<file path="config.mk">
export PLATFORM = sky130hd
export DESIGN_NAME = layer_capture
export DESIGN_NICKNAME = d
export VERILOG_FILES = /design/src/rtl/layer_capture_pkg.sv /design/src/rtl/capture_xy_counter.sv /design/src/rtl/layer_capture.sv
export SDC_FILE = /design/constraint.sdc
export NUM_CORES = 1
export LEC_CHECK = 0
export ABC_AREA = 1
export BUFFER_PORTS_ARGS = -buffer_cell sky130_fd_sc_hd__buf_2
export CORE_MARGIN = 4
export CORE_UTILIZATION = 28
export DETAILED_ROUTE_END_ITERATION = 12
export HOLD_SLACK_MARGIN = 0.06
export PLACE_DENSITY = 0.44
export SYNTH_ARGS = -nofsm -noshare
export SYNTH_HDL_FRONTEND = slang
export SYNTH_SLANG_ARGS = --single-unit
</file>
<file path="constraint.sdc">
create_clock -name clk -period 3.4 [get_ports clk]
set_clock_uncertainty 0.2 [all_clocks]
set_input_delay 0.17 -clock clk [delete_from_list [all_inputs] [get_ports clk]]
set_output_delay 0.17 -clock clk [all_outputs]
set_load 0.005 [all_outputs]
</file>
<file path="src/rtl/layer_capture_pkg.sv">
// Shared definitions for the layer capture write path: pixel layout,
// coordinate width and the capture state encoding.
package layer_capture_pkg;

  // Pixel is packed {Y, Cb, Cr}, 8 bits each, Y in the top byte
  localparam int PIX_DW  = 24;
  localparam int COORD_W = 12;

  localparam int Y_MSB  = 23;
  localparam int Y_LSB  = 16;
  localparam int CB_MSB = 15;
  localparam int CB_LSB = 8;
  localparam int CR_MSB = 7;
  localparam int CR_LSB = 0;

  typedef struct packed {
    logic [7:0] y;
    logic [7:0] cb;
    logic [7:0] cr;
  } ycbcr_t;

  typedef enum logic [1:0] {
    ST_IDLE    = 2'd0,
    ST_ARMED   = 2'd1,
    ST_CAPTURE = 2'd2
  } cap_state_t;

  function automatic logic [7:0] luma_of(input logic [PIX_DW-1:0] pix);
    return pix[Y_MSB:Y_LSB];
  endfunction

endpackage

</file>
<file path="src/rtl/capture_xy_counter.sv">
// Edge detection on the incoming vsync / data-enable and the x/y position
// counters of the current pixel. The pixel presented while de first rises
// sits at x = 0; the first line after a vsync rising edge sits at y = 0.
module capture_xy_counter
  import layer_capture_pkg::*;
#(
  parameter int CW = COORD_W
) (
  input  logic          clk,
  input  logic          rst_n,
  input  logic          i_vs,
  input  logic          i_de,
  output logic          vs_rise,
  output logic          de_fall,
  output logic [CW-1:0] x,
  output logic [CW-1:0] y
);

  logic vs_d;
  logic de_d;

  // One register stage on vsync and de for edge detection
  always_ff @(posedge clk or negedge rst_n) begin
    if (!rst_n) begin
      vs_d <= 1'b0;
      de_d <= 1'b0;
    end else begin
      vs_d <= i_vs;
      de_d <= i_de;
    end
  end

  assign vs_rise = i_vs & ~vs_d;
  assign de_fall = ~i_de & de_d;

  // Column counter: counts active pixels, restarts at the end of each line
  always_ff @(posedge clk or negedge rst_n) begin
    if (!rst_n) begin
      x <= '0;
    end else if (de_fall) begin
      x <= '0;
    end else if (i_de) begin
      x <= x + 1'b1;
    end
  end

  // Line counter: counts completed lines, restarts at each frame boundary
  always_ff @(posedge clk or negedge rst_n) begin
    if (!rst_n) begin
      y <= '0;
    end else if (vs_rise) begin
      y <= '0;
    end else if (de_fall) begin
      y <= y + 1'b1;
    end
  end

endmodule

</file>
<file path="src/rtl/layer_capture.sv">
// Captures a cropped, optionally 2:1 decimated window of an incoming YCbCr
// stream and pushes it into a layer FIFO through a wrreq/wrfull handshake.
// Capture is armed by 'enable' and always begins and ends on whole frames.
module layer_capture
  import layer_capture_pkg::*;
#(
  parameter int DW = PIX_DW,
  parameter int CW = COORD_W
) (
  input  logic          clk,
  input  logic          rst_n,
  input  logic          enable,
  input  logic          i_hs,
  input  logic          i_vs,
  input  logic          i_de,
  input  logic [DW-1:0] i_ycbcr,
  input  logic [CW-1:0] crop_left,
  input  logic [CW-1:0] crop_top,
  input  logic [CW-1:0] crop_width,
  input  logic [CW-1:0] crop_height,
  input  logic          h_decim,
  input  logic          v_decim,
  input  logic          wrfull,
  input  logic          ovf_clr,
  output logic          wrreq,
  output logic [DW-1:0] wrdata,
  output logic          frame_start,
  output logic          frame_done,
  output logic          overflow,
  output logic          busy
);

  cap_state_t state;

  logic          vs_rise;
  logic          de_fall;
  logic [CW-1:0] x;
  logic [CW-1:0] y;

  logic [CW-1:0] sh_left;
  logic [CW-1:0] sh_top;
  logic [CW-1:0] sh_width;
  logic [CW-1:0] sh_height;
  logic          sh_hdecim;
  logic          sh_vdecim;

  logic [CW:0]   x_end;
  logic [CW:0]   y_end;
  logic          in_x;
  logic          in_y;
  logic          keep_x;
  logic          keep_y;
  logic          in_window;
  logic          capturing;
  logic          do_write;
  logic          do_drop;

  // hsync travels with the stream but plays no part in positioning
  logic          unused_hs;
  assign unused_hs = i_hs;

  capture_xy_counter #(
    .CW (CW)
  ) u_xy (
    .clk     (clk),
    .rst_n   (rst_n),
    .i_vs    (i_vs),
    .i_de    (i_de),
    .vs_rise (vs_rise),
    .de_fall (de_fall),
    .x       (x),
    .y       (y)
  );

  // Crop and decimation settings are frozen at each frame boundary
  always_ff @(posedge clk or negedge rst_n) begin
    if (!rst_n) begin
      sh_left   <= '0;
      sh_top    <= '0;
      sh_width  <= '0;
      sh_height <= '0;
      sh_hdecim <= 1'b0;
      sh_vdecim <= 1'b0;
    end else if (vs_rise) begin
      sh_left   <= crop_left;
      sh_top    <= crop_top;
      sh_width  <= crop_width;
      sh_height <= crop_height;
      sh_hdecim <= h_decim;
      sh_vdecim <= v_decim;
    end
  end

  // Window ends are computed one bit wider so a window near the top of the
  // coordinate range does not wrap around to small x / y values.
  assign x_end = {1'b0, sh_left} + {1'b0, sh_width};
  assign y_end = {1'b0, sh_top}  + {1'b0, sh_height};

  assign in_x = (x >= sh_left) && ({1'b0, x} < x_end);
  assign in_y = (y >= sh_top)  && ({1'b0, y} < y_end);

  // The LSB of (pos - origin) equals pos[0] ^ origin[0], so even window
  // offsets are found without a full subtractor.
  assign keep_x = ~sh_hdecim | ~(x[0] ^ sh_left[0]);
  assign keep_y = ~sh_vdecim | ~(y[0] ^ sh_top[0]);

  assign in_window = i_de & in_x & in_y & keep_x & keep_y;
  assign capturing = (state == ST_CAPTURE);
  assign do_write  = capturing & in_window & ~wrfull;
  assign do_drop   = capturing & in_window &  wrfull;
  assign busy      = capturing;

  // Frame-level sequencing: arm on enable, start and stop only on vsync
  always_ff @(posedge clk or negedge rst_n) begin
    if (!rst_n) begin
      state       <= ST_IDLE;
      frame_start <= 1'b0;
      frame_done  <= 1'b0;
    end else begin
      frame_start <= 1'b0;
      frame_done  <= 1'b0;
      case (state)
        ST_IDLE: begin
          if (enable) begin
            state <= ST_ARMED;
          end
        end
        ST_ARMED: begin
          if (!enable) begin
            state <= ST_IDLE;
          end else if (vs_rise) begin
            state       <= ST_CAPTURE;
            frame_start <= 1'b1;
          end
        end
        ST_CAPTURE: begin
          if (vs_rise) begin
            frame_done <= 1'b1;
            if (enable) begin
              frame_start <= 1'b1;
            end else begin
              state <= ST_IDLE;
            end
          end
        end
        default: begin
          state <= ST_IDLE;
        end
      endcase
    end
  end

  // Registered write strobe and data, one clock behind the input pixel
  always_ff @(posedge clk or negedge rst_n) begin
    if (!rst_n) begin
      wrreq  <= 1'b0;
      wrdata <= '0;
    end else begin
      wrreq <= do_write;
      if (do_write) begin
        wrdata <= i_ycbcr;
      end
    end
  end

  // Sticky drop flag; a new drop wins over a simultaneous clear
  always_ff @(posedge clk or negedge rst_n) begin
    if (!rst_n) begin
      overflow <= 1'b0;
    end else begin
      overflow <= (overflow & ~ovf_clr) | do_drop;
    end
  end

endmodule
</file>
=== Word level (Yosys, flattened, before mapping) ===
Index checks and enable logic that the tools add are counted.

* Register bits after elaboration: 106
* Bits in latches: 0
* Bits in writable memories: 0
* Bits in read-only memories: 0
* Input port bits: 82
* Output and inout port bits: 29
* Logic and storage cells: 75
* Memories: 0

* $add $sub $neg: 4
* Multiply operators: 0
* Div/mod/pow operators: 0
* Order comparisons: 4
* Eq/ne operators: 6
* Shift operators: 0
* Multiplexer cells: 16
* Bitwise gates (word level): 23
* Reductions and logical operators: 6

{| class="wikitable"
|+ Operator list
! cell !! count
|-
| 2-to-1 mux 12 bit || 4
|-
| adder 12 x 12 -> 13 bit || 2
|-
| < comparator 12 x 13 -> 1 bit || 2
|-
| adder 12 x 1 -> 12 bit (second input constant) || 2
|-
| >= comparator 12 bit || 2
|-
| bitwise AND 1 bit || 10
|-
| 2-to-1 mux 2 bit || 5
|-
| inverter 1 bit || 8
|-
| case mux 2 bit (3 select lines) || 1
|-
| 2-to-1 mux 1 bit || 5
|-
| inequality test 2 bit (second input constant) || 2
|-
| AND reduction 4 bit || 1
|-
| nonzero test 2 bit || 2
|-
| inequality test 3 x 2 -> 1 bit (second input constant) || 1
|-
| OR 1 bit || 3
|-
| equality test 2 x 1 -> 1 bit (second input constant) || 1
|-
| equality test 2 bit (second input constant) || 1
|-
| logical AND 1 bit || 2
|-
| zero test 2 bit || 1
|-
| inequality test 2 x 1 -> 1 bit (second input constant) || 1
|-
| case mux 1 bit (2 select lines) || 1
|-
| XOR 1 bit || 2
|}

=== Longest topological paths before layout ===
* Word-level depth: 10
* Mapped depth: 19
* Gate-level depth less buffers: 18

=== Modules after synthesis ===
A second synthesis with hierarchy kept.

* Cells, all modules: 863
* Area total of the unflattened synthesis: 6964.2 um^2

{| class="wikitable"
|+ Modules (own cells, without submodules)
! module !! instances !! cells an instance !! area each (um^2)
|-
| layer_capture || 1 || 708 || 5654.2
|-
| capture_xy_counter || 1 || 155 || 1310.0
|}

=== Worst setup path before layout ===
OpenSTA, ideal clock, no wires.

* Path kind: reg-to-reg
* Start point: reg sh_left[2]
* End point: reg wrdata[14]
* Library setup time: 118 ps
* Data arrival time: 2857 ps
* Required time: 3082 ps
* Path slack: 225 ps
* Stages on the path, launching flop included: 19
* Buffers on the path: 1
* Period minus slack after synthesis: 3175 ps
* Cell sequence: dfrtp_1 > ha_1 > a21oi_1 > o21ai_1 > a21oi_1 > o21ai_1 > a21oi_1 > nor2_1 > nor2_1 > xor2_1 > ha_1 > and3_1 > nand4_1 > nand3_2 > nor2_2 > nand4_4 > buf_6 > nand2_1 > nand2_1

* Longest elaborated chain between the ends: 9
* Elaborated cells on any way between the ends: 10
* Those cells by class: add/sub (1); order compare (2); bitwise (6); reduce/logical (1)

{| class="wikitable"
|+ Ends and longest elaborated chain
! item !! line !! text
|-
| start, declared || layer_capture.sv:40 || <nowiki>logic [CW-1:0] sh_left;</nowiki>
|-
| start signal, assigned || layer_capture.sv:85 || <nowiki>sh_left <= crop_left;</nowiki>
|-
| adder 12 x 12 -> 13 bit || layer_capture.sv:96 || <nowiki>assign x_end = {1'b0, sh_left} + {1'b0, sh_width};</nowiki>
|-
| < comparator 12 x 13 -> 1 bit || layer_capture.sv:99 || <nowiki>assign in_x = (x >= sh_left) && ({1'b0, x} < x_end);</nowiki>
|-
| logical AND 1 bit (*) || layer_capture.sv:99 ||
|-
| bitwise AND 1 bit (*) (4 in a row) || layer_capture.sv:107 || <nowiki>assign in_window = i_de & in_x & in_y & keep_x & keep_y;</nowiki>
|-
| bitwise AND 1 bit (*) (2 in a row) || layer_capture.sv:109 || <nowiki>assign do_write = capturing & in_window & ~wrfull;</nowiki>
|-
| end signal, assigned || layer_capture.sv:161 || <nowiki>wrdata <= i_ycbcr;</nowiki>
|-
| end, declared || layer_capture.sv:26 || <nowiki>output logic [DW-1:0] wrdata,</nowiki>
|}

Every way passes the cells marked *; elsewhere a longest branch is shown, timed or not.
A chain may end at the register's enable or synchronous reset.

=== Worst setup path after layout ===
* Start point: reg sh_left[0]
* End point: reg wrdata[9]

* Longest elaborated chain between the ends: 9
* Elaborated cells on any way between the ends: 13
* Those cells by class: add/sub (1); order compare (2); bitwise (9); reduce/logical (1)

{| class="wikitable"
|+ Ends and longest elaborated chain
! item !! line
|-
| adder 12 x 12 -> 13 bit || layer_capture.sv:96
|-
| < comparator 12 x 13 -> 1 bit || layer_capture.sv:99
|-
| logical AND 1 bit || layer_capture.sv:99
|-
| bitwise AND 1 bit (2 in a row) || layer_capture.sv:107
|-
| bitwise AND 1 bit (*) (2 in a row) || layer_capture.sv:107
|-
| bitwise AND 1 bit (*) (2 in a row) || layer_capture.sv:109
|}

Marks and branches as above.

==> flow_summary_export.csv <==
group,metric,value,unit
critical_path,arrival,3.46,ns
yosys,yosysTopAreaCell,"dfrtp_1",
placement,port_buffers,109,
timing,report.final.hold_viol_count,0,
floorplan,die_x,160,um
detailed_routing,route.detailed.drc,0,
final_layout,areaGrowthSynthToFinish,37.1,%
yosys,synthDominantCellAreaShare,40.9,%
critical_path,reg2reg_slack,0.02,ns
grt,antenna_found_initial,0,
grt,grt.overflow.total,0,
timing,fmax,296,MHz
cts,clkTransAtPathRegs,0.08,ns
pwr,ir_worst_vdd,0.219,mV
critical_path,reg2reg_from,"sh_left[0]$_DFFE_PN0P_",
timing,setup_violations,0,
placement,dpl_worst_slack,-0.0851,ns
cts,clkLatencyLatePin,0.36,ns
pwr,finalPower,3.67,mW
cts,cts_buffers,9,
pwr,p_leak,4.67,nW
final_layout,diodes,0,
grt,grt_pass1_wl,29200,um
critical_path,crit_required,3.48,ns
hold_path,hold_path.class,"in2async",
critical_path,endpoint_kind,"flop",
pwr,power_density,413,nW/um^2
detailed_routing,vias_per_cell,4.48,
critical_path,rr_worst_depth,18,
timing,relSlewSlack,50.0,%
timing,period_needed,3.38,ns
floorplan,rows,55,
grt,grt_usage,13.8,%
yosys,synth_cells,789,
outcome,status,"finished, final reports clean",
floorplan,die_h,160,um
critical_path,cp-startpoint,"sh_left[0]$_DFFE_PN0P_",
critical_path,crit_path_max_incr_delay,0.35,ns
critical_path,critical_path_class,"reg2reg",
detailed_routing,drtPass1Iterations,4,
yosys,synth_commonest_cells,"240 x nand2_1, 106 x dfrtp_1, 83 x inv_1, 75 x ha_1, 50 x a21oi_1",
critical_path,cpMaxStageDelayCell,"dfrtp_1",
yosys,syn_nets,948,
detailed_routing,num_vias,5802,
timing,tightest_slew,0.750,ns
final_layout,drive_gt1_share,20.2,%
job,drv_cap,0,
yosys,ys_ff_latch,106,
final_layout,fillers,2368,
grt,first_global_vias,5890,
detailed_routing,ant_nets,0,
yosys,syn_area_per_cell,8.21,sq um
final_layout,finalNonFillerCells,1295,
placement,gp_congestion,0.763,
critical_path,r2r-end,"wrdata[9]$_DFFE_PN0P_",
yosys,synth_cell_types,38,
placement,dp_hpwl,12200,um
critical_path,cp-start-kind,"flop",
yosys,synth.most_common_cell,"nand2_1",
grt,grt_max_degree,78,
final_layout,finalNetCount,1164,
floorplan,initial_utilization,28.5,%
timing,slew_viol_final,0,
floorplan,pin_count,111,
yosys,yosys_warnings,0,
yosys,ys_seq_area_share,40.9,%
critical_path,crit_path_end,"wrdata[9]$_DFFE_PN0P_",
floorplan,die_area,25600,sq um
timing,min_period_over_period,99.3,%
yosys,synth_flop_cell,"dfrtp_1",
critical_path,path_cells,"ha_1 > inv_2 > fa_2 > or2_4 > nand2_4 > a21oi_4 > nor2_2 > nor2_2 > xor2_1 > ha_1 > and3_4 > nand4_1 > nand3_4 > nor3_4 > buf_12 > buf_12 > nand4_1 > nand2_1",
critical_path,crit_fanout,7,
cts,cts_max_path_buffers,2,
yosys,synth-edff-count,0,
detailed_routing,wl_per_cell,13.4,um
cts,cts-root-buf,"clkbuf_16",
cts,cts_tree,"built",
cts,cts.sinks,106,
timing,rsz0062_at_grt,"true",
detailed_routing,routed_wl,17400,um
yosys,synth_area_leaders,"dfrtp_1 41%, ha_1 14%, nand2_1 14%",
cts,cts-htree-levels,3,
yosys,async_flop_share,100,%
placement,dp_cells,1187,
detailed_routing,drtIter0Drc,238,
floorplan,core_area,22700,sq um
timing,setup_slack,0.0249,ns
yosys,syn_area,6480,sq um
how the worst min path moves through the flow:
stage | from | endpoint | slack [ns] | cells past startpoint
2_1_floorplan | rst_n | frame_done$_DFF_PN0_ | -0.33 | 0
3_3_place_gp | rst_n | state[0]$_DFFE_PN0P_ | -0.02 | 1
3_5_place_dp | rst_n | state[0]$_DFFE_PN0P_ | -0.03 | 1
4_1_cts | rst_n | state[0]$_DFFE_PN0P_ | 0.12 | 2
5_1_grt | rst_n | state[0]$_DFFE_PN0P_ | 0.17 | 2
6_report | rst_n | state[0]$_DFFE_PN0P_ | 0.11 | 2
metrics by stage:
step | utilization (%) | setup TNS (ns) | area (sq um) | hold slack (ns)
finish | 39.1 | 0 | 8880 | 0.112
CTS | 38.2 | 0 | 8680 | 0.122
floorplan | - | 0 | 6480 | -0.326
detailed placement | 32.9 | -1.83 | 7470 | -0.0291
global route | 39.1 | -4.30 | 8880 | 0.168
global placement | 32.9 | -1.86 | 7470 | -0.0230
cell usage in the layout (no fill, tap or decap), drive strengths merged, types with 2 or more instances in the layout:
cell,instances
o21ai,53
o221ai,2
clkbuf,12
dlygate4sd3,80
and3,2
a31oi,3
xnor2,7
inv,90
nand2,242
nor3,6
nor2,43
dfrtp,106
ha,75
a211oi,3
xor2,13
nand3,28
a21oi,50
a21o,3
buf,143
fa,2
nand4,36
clkinv,3
worst max-delay path: cells and delay by family, from the launching register on:
kind	cells	cell delay (ns)
xor gates and xnor gates	1	0.16
AOI/OAI and AO/OA	1	0.07
adders and majority gates	3	0.80
DFF	1	0.35
and+or+nand+nor	10	1.37
buffers and inverters	3	0.34
flip-flops by register name (all words and copies together) (netlist names):
register,count
sh_vdecim,1
sh_left,12
sh_width,12
u_xy.y,12
overflow,1
wrdata,24
state,2
wrreq,1
sh_top,12
frame_done,1
u_xy.x,12
sh_hdecim,1
u_xy.de_d,1
u_xy.vs_d,1
frame_start,1
sh_height,12
kinds of logic after synthesis:
logic type                 after synthesis  share of synthesized area [%]
AOI/OAI and AO/OA                      118                           9.71
xor gates and xnor gates                20                           2.70
adders and majority gates               77                           15.1
buffers and inverters                  108                           7.26
DFF                                    106                           40.9
and+or+nand+nor                        360                           24.3
where the power goes:
group          switching (mW)  internal (mW)
Sequential             0.0772           1.36
Combinational           0.639          0.544
Clock                   0.521          0.527
layout make-up:
class,instances,area (sq um),share of cell area (%)
Tap cell,285,357,4.01
Sequential cell,106,2650,29.9
Clock buffer,10,239,2.69
Inverter,88,330,3.72
Timing Repair Buffer,225,1720,19.4
Clock inverter,6,47.5,0.535
Multi-Input combinational cell,575,3530,39.8
layer usage:
| layer | vias to the layer above | global-route usage, % | part of all wire [%] |
|---|---|---|---|
| li1 | 3044 | - | - |
| met4 | 0 | 2.35 | 0.79 |
| met5 | - | 0 | 0 |
| met3 | 11 | 2.48 | 2.5 |
| met1 | 2679 | 18.3 | 48 |
| met2 | 68 | 23.9 | 49 |
repair_timing:
item,in CTS,in global routing
pin swaps,3,21
cloned,1,2
hold endpoints to repair,164,0
setup buffers,3,7
gates resized for setup,14,22
hold buffers,80,0
endpoints found under the setup margin,25,26
(Power assumes the default switching activity.)
